`src/rtl/pipe_ex.sv`:
```
// Execute stage: ID/EX register, 32-bit ALU and optional iterative multiplier.
// Define EX_MUL_EN to build the multiplier FSM; without it aluc=1010 is an unused code.
module pipe_ex (
    input  logic        clk,
    input  logic        clrn,
    input  logic        IDwreg,
    input  logic        IDm2reg,
    input  logic        IDwmem,
    input  logic [4:0]  IDwn,
    input  logic [3:0]  IDaluc,
    input  logic        IDaluimm,
    input  logic        IDshift,
    input  logic [31:0] IDqa,
    input  logic [31:0] IDqb,
    input  logic [31:0] IDimm,
    output logic        EXwreg,
    output logic        EXm2reg,
    output logic        EXwmem,
    output logic [4:0]  EXwn,
    output logic [31:0] EXaluResult,
    output logic [31:0] EXdi,
    output logic        EXbusy,
    output logic [1:0]  dbg_state
);

    localparam logic [3:0] ALUC_ADD = 4'b0000;
    localparam logic [3:0] ALUC_SUB = 4'b0001;
    localparam logic [3:0] ALUC_AND = 4'b0010;
    localparam logic [3:0] ALUC_OR  = 4'b0011;
    localparam logic [3:0] ALUC_XOR = 4'b0100;
    localparam logic [3:0] ALUC_LUI = 4'b0101;
    localparam logic [3:0] ALUC_SLL = 4'b0110;
    localparam logic [3:0] ALUC_SRL = 4'b0111;
    localparam logic [3:0] ALUC_SRA = 4'b1000;
    localparam logic [3:0] ALUC_SLT = 4'b1001;
    localparam logic [3:0] ALUC_MUL = 4'b1010;

    // ID/EX pipeline register
    logic        wreg_r;
    logic        m2reg_r;
    logic        wmem_r;
    logic [4:0]  wn_r;
    logic [3:0]  aluc_r;
    logic        aluimm_r;
    logic        shift_r;
    logic [31:0] qa_r;
    logic [31:0] qb_r;
    logic [31:0] imm_r;

    logic        busy;
    logic [31:0] op_a;
    logic [31:0] op_b;
    logic [31:0] alu_y;
    logic [31:0] result;

    always_ff @(posedge clk or negedge clrn) begin
        if (!clrn) begin
            wreg_r   <= 1'b0;
            m2reg_r  <= 1'b0;
            wmem_r   <= 1'b0;
            wn_r     <= 5'd0;
            aluc_r   <= 4'd0;
            aluimm_r <= 1'b0;
            shift_r  <= 1'b0;
            qa_r     <= 32'd0;
            qb_r     <= 32'd0;
            imm_r    <= 32'd0;
        end else if (!busy) begin
            wreg_r   <= IDwreg;
            m2reg_r  <= IDm2reg;
            wmem_r   <= IDwmem;
            wn_r     <= IDwn;
            aluc_r   <= IDaluc;
            aluimm_r <= IDaluimm;
            shift_r  <= IDshift;
            qa_r     <= IDqa;
            qb_r     <= IDqb;
            imm_r    <= IDimm;
        end
    end

    assign op_a = shift_r  ? {27'd0, imm_r[10:6]} : qa_r;
    assign op_b = aluimm_r ? imm_r : qb_r;

    always_comb begin
        alu_y = 32'd0;
        case (aluc_r)
            ALUC_ADD: alu_y = op_a + op_b;
            ALUC_SUB: alu_y = op_a - op_b;
            ALUC_AND: alu_y = op_a & op_b;
            ALUC_OR:  alu_y = op_a | op_b;
            ALUC_XOR: alu_y = op_a ^ op_b;
            ALUC_LUI: alu_y = {op_b[15:0], 16'd0};
            ALUC_SLL: alu_y = op_b << op_a[4:0];
            ALUC_SRL: alu_y = op_b >> op_a[4:0];
            ALUC_SRA: alu_y = $signed(op_b) >>> op_a[4:0];
            ALUC_SLT: alu_y = {31'd0, ($signed(op_a) < $signed(op_b))};
            default:  alu_y = 32'd0;
        endcase
    end

`ifdef EX_MUL_EN
    parameter int MUL_CYCLES = 32;
    localparam int CNT_W = $clog2(MUL_CYCLES);

    typedef enum logic [1:0] {
        S_IDLE = 2'd0,
        S_RUN  = 2'd1,
        S_DONE = 2'd2
    } state_t;

    state_t            state;
    logic [31:0]       acc;
    logic [31:0]       mcand;
    logic [31:0]       mplier;
    logic [CNT_W-1:0]  cnt;
    logic              is_mul;

    assign is_mul = (aluc_r == ALUC_MUL);

    // Shift-add multiply; only the low 32 product bits are kept, so mcand wraps.
    always_ff @(posedge clk or negedge clrn) begin
        if (!clrn) begin
            state  <= S_IDLE;
            acc    <= 32'd0;
            mcand  <= 32'd0;
            mplier <= 32'd0;
            cnt    <= '0;
        end else begin
            case (state)
                S_IDLE: begin
                    if (is_mul) begin
                        acc    <= 32'd0;
                        mcand  <= op_a;
                        mplier <= op_b;
                        cnt    <= '0;
                        state  <= S_RUN;
                    end
                end
                S_RUN: begin
                    if (mplier[0]) begin
                        acc <= acc + mcand;
                    end
                    mcand  <= mcand << 1;
                    mplier <= mplier >> 1;
                    cnt    <= cnt + 1'b1;
                    if (cnt == CNT_W'(MUL_CYCLES - 1)) begin
                        state <= S_DONE;
                    end
                end
                S_DONE: begin
                    state <= S_IDLE;
                end
                default: begin
                    state <= S_IDLE;
                end
            endcase
        end
    end

    // DONE is the one cycle the product is valid and the stage can accept again.
    assign busy      = is_mul && (state != S_DONE);
    assign result    = is_mul ? acc : alu_y;
    assign dbg_state = state;
`else
    assign busy      = 1'b0;
    assign result    = alu_y;
    assign dbg_state = 2'd0;
`endif

    // Bubble: hide control bits from MEM while the multiply is still running.
    assign EXwreg      = wreg_r  & ~busy;
    assign EXm2reg     = m2reg_r & ~busy;
    assign EXwmem      = wmem_r  & ~busy;
    assign EXwn        = wn_r;
    assign EXaluResult = result;
    assign EXdi        = qb_r;
    assign EXbusy      = busy;

endmodule

```
`config.mk`:
```
export PLATFORM = sky130hd
export DESIGN_NAME = pipe_ex
export DESIGN_NICKNAME = d
export VERILOG_FILES = /design/src/rtl/pipe_ex.sv
export SDC_FILE = /design/constraint.sdc
export NUM_CORES = 1
export LEC_CHECK = 0
export ABC_AREA = 1
export CAP_MARGIN = 0
export CORE_AREA = 2 2 154 156
export DETAILED_ROUTE_END_ITERATION = 7
export DIE_AREA = 0 0 156 158
export DONT_BUFFER_PORTS = 1
export PLACE_DENSITY_LB_ADDON = 0.3
export SYNTH_ARGS = -nofsm -noshare
export SYNTH_HDL_FRONTEND = slang
export SYNTH_SLANG_ARGS = --single-unit
export TNS_END_PERCENT = 100
```
`constraint.sdc`:
```
create_clock -name clk -period 3.25 [get_ports clk]
set_input_delay 0.975 -clock clk [delete_from_list [all_inputs] [get_ports clk]]
set_output_delay 0.975 -clock clk [all_outputs]
set_load 0.02 [all_outputs]
```
==> results of run 1 <==
through the flow:
stage	setup slack, ns	util, %	area, um^2	setup TNS (ns)	cells
4_1_cts	-0.726	81.9	18900	-19.95	3088
3_5_place_dp	-0.594	74.6	17200	-14.86	3050
3_3_place_gp	-0.574	74.6	17200	-12.31	3050
2_1_floorplan	-0.0111	-	14000	-0.0341	2418
routing by layer:
| layer | track usage [%] | GRT overflow |
|---|---|---|
| met5 | 34.4 | 1 |
| met3 | 59.4 | 9 |
| met1 | 74.7 | 7 |
| met2 | 91.3 | 159 |
| met4 | 71.9 | 99 |
cells in the mapped netlist, types with 3 or more instances:
library cell / n / area, um^2
sky130_fd_sc_hd__clkbuf_1: 23 / 86.3
sky130_fd_sc_hd__a21oi_1: 94 / 470
sky130_fd_sc_hd__and2_1: 5 / 31.3
sky130_fd_sc_hd__buf_1: 5 / 18.8
sky130_fd_sc_hd__buf_2: 51 / 255
sky130_fd_sc_hd__nand3_1: 390 / 1950
sky130_fd_sc_hd__buf_6: 6 / 67.6
sky130_fd_sc_hd__o21bai_1: 5 / 37.5
sky130_fd_sc_hd__clkinv_1: 3 / 11.3
sky130_fd_sc_hd__a31oi_1: 3 / 18.8
sky130_fd_sc_hd__ha_1: 96 / 1200
sky130_fd_sc_hd__o22ai_1: 32 / 200
sky130_fd_sc_hd__o2111ai_1: 4 / 35.0
sky130_fd_sc_hd__o21ai_2: 3 / 26.3
sky130_fd_sc_hd__nor2_1: 173 / 649
sky130_fd_sc_hd__or2_2: 4 / 25.0
sky130_fd_sc_hd__xor2_1: 6 / 52.6
sky130_fd_sc_hd__o21ai_0: 49 / 245
sky130_fd_sc_hd__nand3b_1: 6 / 45.0
sky130_fd_sc_hd__nor3_1: 28 / 140
sky130_fd_sc_hd__inv_1: 305 / 1140
sky130_fd_sc_hd__o21ai_1: 15 / 75.1
sky130_fd_sc_hd__nand2_2: 7 / 43.8
sky130_fd_sc_hd__o211ai_1: 10 / 75.1
sky130_fd_sc_hd__inv_2: 10 / 37.5
sky130_fd_sc_hd__nand4_1: 26 / 163
sky130_fd_sc_hd__dfrtp_1: 110 / 2750
sky130_fd_sc_hd__nand2_1: 907 / 3400
sky130_fd_sc_hd__buf_4: 15 / 113
logic make-up after synthesis:
kind of cell             count (synthesis)  synth area share (%)
AO/OA/AOI/OAI                          229                  9.66
flip-flops                             110                  20.2
other                                    1                0.0275
buffers and inverters                  418                  12.7
AND/OR/NAND/NOR                       1554                  47.9
adder cells (fa/ha/maj)                 98                  9.11
XOR/XNOR                                 6                 0.386
what timing repair did:
action,in CTS
pin swaps,34
gates cloned,4
endpoints found under the setup margin,32
gates resized for setup,302
buffers inserted,18
==> flow_summary.json, run 1 <==
{
  "initial_core_util_pct": 59.1,
  "syn-mean-instance-area_um2": 5.64,
  "cts.hold.buffers_added": 0,
  "portion_of_the_post_synthesis_area_used_by_sequential_elements_pct": 20.2,
  "error_message": "[ERROR GRT-0116] Global routing finished with congestion. Check the congestion regions in the DRC Viewer.",
  "row_count": 56,
  "numClockSinks": 110,
  "die_h_um": 158,
  "total_overflow_reported_by_the_global_router": 275,
  "yosys_warnings": 0,
  "run_status": "aborted with a tool error",
  "clock_tree.buffer_depth": 2,
  "syn_area_mm2": 0.0136,
  "netlist_instances": 2416,
  "synth_edf_count": 0,
  "pin_count": 187,
  "async_reset_ff_share_pct": 100,
  "synth-seq-cells": 110,
  "globalRouteTotalUtil_pct": 74.5,
  "clk_root_buffer_cell": "sky130_fd_sc_hd__clkbuf_16",
  "dieWidth_um": 156,
  "grt_max_degree": 111,
  "gpl.final_weighted_congestion": 1.33,
  "post_synth_num_cell_types": 46,
  "stop_stage": "5_1_grt",
  "detailed_place_hpwl_mm": 53.2,
  "io_buffer_count": 0,
  "postSynth.topFlopCell": "sky130_fd_sc_hd__dfrtp_1",
  "number_of_global_route_vias_before_repair": 22900,
  "cts_buffers": 9,
  "global_route_wire_length_before_repair_mm": 141,
  "h-tree-depth": 3
}
==> inputs of run 2 (changes only) <==
--- a/config.mk
+++ b/config.mk
@@ -7,11 +7,11 @@
 export LEC_CHECK = 0
 export ABC_AREA = 1
 export CAP_MARGIN = 0
-export CORE_AREA = 2 2 154 156
+export CORE_AREA = 2 2 188 190
 export DETAILED_ROUTE_END_ITERATION = 7
-export DIE_AREA = 0 0 156 158
+export DIE_AREA = 0 0 190 192
 export DONT_BUFFER_PORTS = 1
-export PLACE_DENSITY_LB_ADDON = 0.3
+export PLACE_DENSITY_LB_ADDON = 0.15
 export SYNTH_ARGS = -nofsm -noshare
 export SYNTH_HDL_FRONTEND = slang
 export SYNTH_SLANG_ARGS = --single-unit
==> constraint.sdc (replaced) <==
create_clock -name clk -period 4.2 [get_ports clk]
set_input_delay 1.26 -clock clk [delete_from_list [all_inputs] [get_ports clk]]
set_output_delay 1.26 -clock clk [all_outputs]
set_load 0.02 [all_outputs]
==> flow_summary.json, run 2 <==
{
  "run_status": "finished, violations left",
  "failed_checks": "design-rule violations, negative setup slack",
  "layout_worst_path_cycle_share_pct": 107,
  "yosysTopAreaCell": "sky130_fd_sc_hd__nand2_1",
  "timing.critical_path.to_type": "output pin",
  "final_cell_count_no_fill": 3263,
  "clock_tree.buffer_depth": 2,
  "netlist_instances": 2416,
  "post-place-cells": 3199,
  "wl_mm": 78.2,
  "async_reset_ff_share_pct": 100,
  "grt_util_met3_pct": 6.72,
  "worstSetupStartpointType": "flip-flop",
  "avgViaCountPerCell": 5.67,
  "critPathMaxStageDelay_ns": 0.42,
  "worstPathArrival_ns": 3.22,
  "synth_most_common_cell": "sky130_fd_sc_hd__nand2_1",
  "initial_core_util_pct": 39.7,
  "pin_count": 187,
  "global_route.usage.met1_pct": 54.1,
  "tritoncts": "yes",
  "wire_per_inst_um": 24.0,
  "portion_of_the_post_synthesis_area_used_by_sequential_elements_pct": 20.2,
  "detailed_place_hpwl_mm": 64.4,
  "portion_of_synthesized_cell_area_occupied_by_the_leading_cell_type_pct": 25.0,
  "cts.hold.buffers_added": 0,
  "synth_common_cells": "sky130_fd_sc_hd__nand2_1 (907), sky130_fd_sc_hd__nand3_1 (390), sky130_fd_sc_hd__inv_1 (305)",
  "rsz0062_at_grt": "true",
  "timing.critical_path.cells": "buf_12, clkinvlp_4, buf_6, o21ai_4, inv_2, ha_4, buf_6, nor2_2, nand2_2, nor3_2, nand2_2, nand3_4, buf_6, xor2_4, nor2_2, nor3_2, nand2_2",
  "synth-seq-cells": 110,
  "globalRoute.busiestLayer": "met2",
  "syn_area_mm2": 0.0136,
  "req_time_crit_path_ns": 2.94,
  "grt_antenna_before_repair": 2,
  "numClockSinks": 110,
  "drt.antenna.violating_nets": 0,
  "total_overflow_reported_by_the_global_router": 0,
  "io_buffer_count": 0,
  "cellPowerDensity_mw_per_mm2": 253,
  "dieWidth_um": 190,
  "yosys-top-cells-area": "sky130_fd_sc_hd__nand2_1 (25%), sky130_fd_sc_hd__dfrtp_1 (20%), sky130_fd_sc_hd__nand3_1 (14%), sky130_fd_sc_hd__ha_1 (8.8%), sky130_fd_sc_hd__inv_1 (8.4%)",
  "number_of_global_route_vias_before_repair": 17500,
  "crit_type": "flip-flop to output pin",
  "fin_nets": 3011,
  "cts.reportedPaths.clkPinSlew_ns": 0.08,
  "post_synth_num_cell_types": 46,
  "hp-class": "input port to async pin",
  "gpl.final_weighted_congestion": 1.12,
  "syn2layout_area_growth_pct": 46.5,
  "yosys_warnings": 0,
  "syn-mean-instance-area_um2": 5.64,
  "drtPass1Iterations": 8,
  "maxSlewHeadroom_pct": 50.4,
  "worst_path_dominant_cell_family": "simple AND/OR/NAND/NOR gates",
  "vias_after_detailed_routing": 18500,
  "row_count": 68,
  "worst-path-max-fanout": 5,
  "global_route.usage.met2_pct": 64.8,
  "final_common_cell": "sky130_fd_sc_hd__nand2_1",
  "fmaxAchievable_mhz": 223,
  "die_h_um": 192,
  "cts_buffers": 9,
  "timing_worst_slew_pin_value_ns": 0.744,
  "setup_slack_ns": -0.283,
  "timing.critical_path.slowest_stage_cell": "sky130_fd_sc_hd__dfrtp_2",
  "max-cap-violations": 0,
  "finalCoreUtilization_pct": 58.2,
  "drive_above_1_share_pct": 34.9,
  "crit_buf_inv": 6,
  "post_layout_min_period_ns": 4.48,
  "clk_root_buffer_cell": "sky130_fd_sc_hd__clkbuf_16",
  "layout.cells.most_common_list": "sky130_fd_sc_hd__nand2_1 (745), sky130_fd_sc_hd__buf_4 (402), sky130_fd_sc_hd__nand3_1 (336), sky130_fd_sc_hd__inv_1 (234), sky130_fd_sc_hd__nand2_2 (130)",
  "postSynth.topFlopCell": "sky130_fd_sc_hd__dfrtp_1",
  "finalHoldViolCount": 0,
  "grt_max_degree": 111,
  "die_area_mm2": 0.0365,
  "power.ir.vdd_worst_mv": 0.402,
  "first_iter_violations": 2098,
  "globalRouteTotalUtil_pct": 41.7,
  "final-setup-viol-count": 26,
  "global_route_wire_length_before_repair_mm": 111,
  "timing.critical_path.depth": 17,
  "timing_max_transition_violations_final": 0,
  "detail_route.drc_violations": 1,
  "leakage_nw": 10.6,
  "core_mm2": 0.0343,
  "synth_edf_count": 0,
  "h-tree-depth": 3
}
-- run 2: final cells by class --
cell class              count  area, um^2
repair inverters            1        7.51
fillers                  3427       14300
clock inverters             7        96.3
well taps                 455         569
repair buffers            471        3920
multi-input cells        1890       11100
inverters                 318        1230
flip-flops and latches    110        2750
diodes                      2        5.00
clock buffers               9         225
-- run 2: through the flow --
step / instance area [um^2] / total power [mW] / setup TNS (ns) / hold WS, ns / setup WS, ns
final: 19900 / 5.05 / -4.11 / 0.585 / -0.283
after global routing: 19900 / 5.26 / -7.22 / 0.567 / -0.397
after CTS: 18500 / 4.68 / -3.74 / 0.574 / -0.220
after detailed placement: 17000 / 3.54 / -4.44 / 0.967 / -0.355
after global placement: 17000 / 3.53 / -4.23 / 0.967 / -0.351
after floorplan: 13600 / 2.39 / 0 / 0.964 / 0.289
-- run 2: cells by family (layout without fill, tap and decap cells) --
logic type	Yosys count	count (layout)	share of synthesized area [%]
buffers and inverters	418	806	12.7
other	1	5	0.0275
AND/OR/NAND/NOR	1554	1554	47.9
adder cells (fa/ha/maj)	98	98	9.11
flip-flops	110	110	20.2
AO/OA/AOI/OAI	229	229	9.66
XOR/XNOR	6	6	0.386
-- run 2: metal layers --
layer	part of all wire (%)	up-vias
met4	7.6	0
met3	10	227
met2	43	1137
met5	0	-
met1	39	8672
li1	-	8477
-- run 2: path summary, 6_finish.rpt --
check / startpoint / to
hold / removal: clrn / EXdi[29]
max in group asynchronous: clrn / qa_r[9]
setup / recovery: aluimm_r / EXaluResult[12]
min in group clk: IDwn[3] / EXwn[3]
-- run 2: repair_timing --
| action | 4_1_cts | 5_1_grt |
|---|---|---|
| setup buffers | 16 | 29 |
| pin swaps | 37 | 101 |
| gates resized for setup | 302 | 376 |
| setup endpoints to repair | 32 | 32 |
| cloned | 1 | 1 |
-- run 2: power by group --
| part | internal [mW] | switching [mW] |
|---|---|---|
| Clock | 0.443 | 0.472 |
| Sequential | 1.11 | 0.0371 |
| Combinational | 1.14 | 1.85 |
Power figures use the tool's default switching activity.
